$ cat src/rtl/regfile_wb_queue.sv
// regfile_wb_queue: writeback request FIFO that drains one entry per cycle
// into the regfile write port.
// Pending writes are forwarded to the two snooped read addresses.
// The forwarding network is built only when REGFILE_WB_FWD_EN is defined.
// Otherwise the fwd* outputs are tied to zero.
module regfile_wb_queue #(
    parameter int RWIDTH = 6,
    parameter int DWIDTH = 32,
    parameter int DEPTH  = 4
) (
    input  logic                       clk,
    input  logic                       rst_n,
    input  logic                       in_valid,
    output logic                       in_ready,
    input  logic [RWIDTH-1:0]          in_addr,
    input  logic [DWIDTH-1:0]          in_data,
    input  logic                       flush,
    input  logic                       rf_stall,
    output logic                       rf_we,
    output logic [RWIDTH-1:0]          rf_wa,
    output logic [DWIDTH-1:0]          rf_wd,
    input  logic [RWIDTH-1:0]          ra1,
    input  logic [RWIDTH-1:0]          ra2,
    output logic                       fwd1_hit,
    output logic [DWIDTH-1:0]          fwd1_data,
    output logic                       fwd2_hit,
    output logic [DWIDTH-1:0]          fwd2_data,
    output logic [$clog2(DEPTH+1)-1:0] count
);

    localparam int PW = $clog2(DEPTH);
    localparam int CW = $clog2(DEPTH + 1);

    logic [RWIDTH-1:0] r_mem_addr [DEPTH];
    logic [DWIDTH-1:0] r_mem_data [DEPTH];
    logic [PW-1:0]     r_wr_ptr;
    logic [PW-1:0]     r_rd_ptr;
    logic [CW-1:0]     r_count;

    logic w_empty;
    logic w_full;
    logic w_push;
    logic w_pop;

    assign w_empty  = (r_count == '0);
    assign w_full   = (r_count == CW'(DEPTH));
    // Fullness comes from the registered count, so a pop in the same cycle
    // cannot reopen the input.
    assign in_ready = !w_full;
    assign w_push   = in_valid && !w_full && !flush;
    assign w_pop    = rf_we;
    assign count    = r_count;

    // Drain the head into the regfile unless stalled or flushing.
    always_comb begin
        rf_we = !w_empty && !rf_stall && !flush;
        rf_wa = '0;
        rf_wd = '0;
        if (!w_empty) begin
            rf_wa = r_mem_addr[r_rd_ptr];
            rf_wd = r_mem_data[r_rd_ptr];
        end
    end

    // Entry storage: write the accepted request at the write pointer.
    always_ff @(posedge clk or negedge rst_n) begin
        if (!rst_n) begin
            for (int unsigned i = 0; i < DEPTH; i++) begin
                r_mem_addr[i] <= '0;
                r_mem_data[i] <= '0;
            end
        end else if (w_push) begin
            r_mem_addr[r_wr_ptr] <= in_addr;
            r_mem_data[r_wr_ptr] <= in_data;
        end
    end

    // Pointer and occupancy update; flush overrides push and pop.
    always_ff @(posedge clk or negedge rst_n) begin
        if (!rst_n) begin
            r_wr_ptr <= '0;
            r_rd_ptr <= '0;
            r_count  <= '0;
        end else if (flush) begin
            r_wr_ptr <= '0;
            r_rd_ptr <= '0;
            r_count  <= '0;
        end else begin
            if (w_push) r_wr_ptr <= r_wr_ptr + PW'(1);
            if (w_pop)  r_rd_ptr <= r_rd_ptr + PW'(1);
            if (w_push && !w_pop)      r_count <= r_count + CW'(1);
            else if (w_pop && !w_push) r_count <= r_count - CW'(1);
        end
    end

`ifdef REGFILE_WB_FWD_EN
    // Scan occupied entries oldest to youngest; a later match overwrites
    // an earlier one, so the youngest matching entry wins.
    always_comb begin
        logic [PW-1:0] idx;
        idx       = '0;
        fwd1_hit  = 1'b0;
        fwd1_data = '0;
        fwd2_hit  = 1'b0;
        fwd2_data = '0;
        for (int unsigned i = 0; i < DEPTH; i++) begin
            idx = r_rd_ptr + PW'(i);
            if (i < 32'(r_count)) begin
                if (r_mem_addr[idx] == ra1) begin
                    fwd1_hit  = 1'b1;
                    fwd1_data = r_mem_data[idx];
                end
                if (r_mem_addr[idx] == ra2) begin
                    fwd2_hit  = 1'b1;
                    fwd2_data = r_mem_data[idx];
                end
            end
        end
    end
`else
    logic w_unused_ra;
    assign w_unused_ra = ^{ra1, ra2};
    assign fwd1_hit  = 1'b0;
    assign fwd1_data = '0;
    assign fwd2_hit  = 1'b0;
    assign fwd2_data = '0;
`endif

endmodule
$ cat config.mk
export PLATFORM = sky130hd
export DESIGN_NAME = regfile_wb_queue
export DESIGN_NICKNAME = d
export VERILOG_FILES = /design/src/rtl/regfile_wb_queue.sv
export SDC_FILE = /design/constraint.sdc
export NUM_CORES = 1
export LEC_CHECK = 0
export CAP_MARGIN = 10
export CORE_MARGIN = 2
export CORE_UTILIZATION = 52
export DETAILED_ROUTE_END_ITERATION = 8
export HOLD_SLACK_MARGIN = 0.03
export PLACE_DENSITY = 0.87
export SYNTH_ARGS = -nofsm -noshare
export SYNTH_HDL_FRONTEND = slang
export SYNTH_SLANG_ARGS = --single-unit
$ cat constraint.sdc
create_clock -name clk -period 2.7 [get_ports clk]
set_input_delay 0.405 -clock clk [delete_from_list [all_inputs] [get_ports clk]]
set_output_delay 0.405 -clock clk [all_outputs]
set_load 0.005 [all_outputs]
==> qor.yml <==
timing:
  fin_crit_ns: 2.61
  hold_viol: 0
  setup_viol: 0
  tightest_slew_ns: 0.572
  fin_tns_setup_ns: 0
  final_max_slew_viol_count: 0
  finClkSkew_ns: 0.00769
  relSlewSlack_pct: 61.9
  timing.fmax_mhz: 383
  rsz0062_at_grt: "yes"
  worst_slack_ns: 0.0914
  period_share_pct: 96.6
setup_path:
  cpPeakStageDelay_ns: 0.54
  r2r_end: "count[2]"
  startpoint: "r_rd_ptr[0]"
  endpoint: "rf_wa[3]"
  cp_top_family: "buffers and inverters"
  crit_buf_inv: 2
  criticalPathCategory: "flip-flop to output pin"
  cp_max_fo: 27
  setup.worst_path.end_class: "output pin"
  crit_required_ns: 2.30
  cp-start-kind: "flip-flop"
  reg2reg_from: "count[1]"
  arrival_ns: 2.20
  path_cells: "buf_12 -> mux4_2 -> nor2b_1 -> clkdlybuf4s50_1"
  slowest_stage: "mux4_2"
  r2r_cells: 8
  path_depth: 4
  regToRegSetupSlack_ns: 0.52
cts:
  root_buffer: "clkbuf_16"
  cts_inserted_buffers: 17
  cts_setup_buffers: 0
  clock_latency_ns: 0.42
  clk_pin_slew_worst_paths_ns: 0.06
  cts_tree: "yes"
  clock-sinks: 159
  cts_max_path_buffers: 2
  htreeDepth: 4
power_and_ir_drop:
  vdd_drop_max_v: 0.000553
  seq_power_share_pct: 38.6
  total_power_mw: 10.4
  powerDensity_nw_per_um2: 1070
  power_frac_comb_pct: 38.6
  p_sw_share_pct: 27.5
  power_switching_mw: 2.87
  p_int_mw: 7.57
  leakage_nw: 4.64
  p_clk_share_pct: 22.8
min_path:
  hp-class: "flip-flop to flip-flop"
die:
  placeableCoreArea_sq_um: 15300
  chipHeight_um: 130
  die_w_um: 130
  die_area_sq_um: 16800
  ios: 164
  fp-row-count: 45
  initial_core_util_pct: 53.7
placement:
  gp_congestion: 0.729
  pre_cts_slack_ns: 0.376
  io_buffers: 85
  hpwl_um: 10600
cells_and_area:
  nets: 696
  antenna_cells: 0
  layout-drive-gt1-share_pct: 39.3
  area_growth_pct: 18.6
route:
  wl_um: 16500
  vias: 4558
  viasPerCell: 5.30
  ant_nets: 0
  first_pass_iters: 4
  drc_errors: 0
  wl_per_cell_um: 19.2
  drtIter0Drc: 290
flow_run:
  cap_violations: 0
global_routing:
  grt.overflow.total: 0
  track_usage_pct: 20.9
  grt_pass1_vias: 4968
  grt_antenna_before_repair: 0
  grt_first_pass_wirelength_um: 26500
  grt_max_degree: 63
synthesis:
  ys_top_cells_by_area: "dfrtp_1 (48%), mux2_4 (15%), mux4_2 (10%), mux2_2 (9.9%), buf_4 (6.2%)"
  synth_edf_count: 0
  ys.flop_type: "dfrtp_1"
  netlist_area_sq_um: 8220
  synth-seq-cells: 159
  postSynthCellCount: 548
  synth-seq-area-share_pct: 48.4
  yosys.area.top_type: "dfrtp_1"
  synth_warnings: 0
  async_flop_share_pct: 100
  synthDominantCellAreaShare_pct: 48.4
  synth.avg_cell_area_sq_um: 15.0
  yosysUniqueCellTypes: 34
run_status:
  outcome: "completed"
power by group through the flow:
stage                     sequential, mW  clock (mW)  combinational, mW
final                               4.03        2.38               4.03
after global routing                4.14        2.54               4.34
after floorplan                     3.78           0               2.79
after CTS                           4.02        2.43               4.12
after global placement              3.91           0               3.96
after detailed placement            4.04           0               4.09
placed cells by master (no fill, tap or decap), drive strengths merged, types with 2 or more instances in the layout:
cell,synthesis,layout
clkinv,0,7
clkbuf,7,22
bufinv,0,2
buf,94,20
nor3,3,3
mux2,152,152
xnor2,2,2
nor2b,40,40
a21oi,9,9
or3b,2,2
inv,6,6
nor2,5,5
o21ai,6,6
dfrtp,159,159
mux4,38,38
nand2b,4,4
clkdlybuf4s50,0,76
dlymetal6s2s,0,8
ha,4,4
conb,1,66
nand2,6,6
final cells by class:
cell class              instances  area (sq um)
flip-flops and latches        159          3980
clock buffers                  22           484
inverters                       6          22.5
repair buffers                105          1150
well taps                     211           264
fillers                      1067          5570
clock inverters                10           110
multi-input cells             347          3730
how the worst min path moves through the flow:
stage                     end  cells after the start      startpoint
2_1_floorplan        count[0]                      0           rst_n
3_3_place_gp    r_mem_addr[6]                      1           rst_n
3_5_place_dp   r_mem_addr[12]                      1           rst_n
4_1_cts        r_mem_data[10]                      1  r_mem_data[10]
5_1_grt        r_mem_data[10]                      1  r_mem_data[10]
6_report       r_mem_data[10]                      1  r_mem_data[10]
repair_timing:
action | 4_1_cts | 5_1_grt
endpoints found under the setup margin | 4 | 10
resized for setup | 1 | 8
hold buffers | 1 | 0
pin swaps | 0 | 0
hold endpoints to repair | 59 | 0
cell families (layout without fill, tap and decap cells):
kind of cell	Yosys count	after routing	share of synthesized area, %
muxes	190	190	34.9
DFF	159	159	48.4
buffers and inverters	107	143	9.37
and+or+nand+nor	64	64	4.73
AOI/OAI and AO/OA	20	20	1.52
adders and majority gates	5	5	0.852
xor gates and xnor gates	2	2	0.213
other	1	66	0.0456
through the flow:
step	hold slack (ns)	util [%]	area, sq um	std cells
2_1_floorplan	0.109	-	8470	613
3_5_place_dp	0.428	59.6	9120	827
6_report	0.503	63.7	9750	860
4_1_cts	0.504	63.5	9730	860
3_3_place_gp	0.409	59.6	9120	827
5_1_grt	0.508	63.7	9750	860
state kept, by name, summed over array words and instances, names as in the netlist:
register,flops
r_mem_addr,24
r_mem_data,128
count,3
r_rd_ptr,2
r_wr_ptr,2
synth_stat cells, drive strengths merged (3+ instances only):
library cell,number
a21oi,9
inv,6
nor3,3
nor2,5
o21ai,6
nand2b,4
nor2b,40
dfrtp,159
mux2,152
ha,4
mux4,38
clkbuf,7
buf,94
nand2,6
worst reg2reg max path, delay by kind of cell, from the launching register on:
family / cells / cell delay [ns]
buffers and inverters: 1 / 0.08
DFF: 1 / 0.51
adders and majority gates: 1 / 0.26
and+or+nand+nor: 2 / 0.78
AOI/OAI and AO/OA: 4 / 0.49
metal layers:
metal	GRT usage [%]	vias up	part of all wire, %
li1	-	1987	-
met1	25.2	2397	40
met2	36.9	151	53
met3	4.59	23	4.7
met4	7.65	0	1.8
met5	0	-	0
Note: power is estimated with default switching activity, not from simulation.
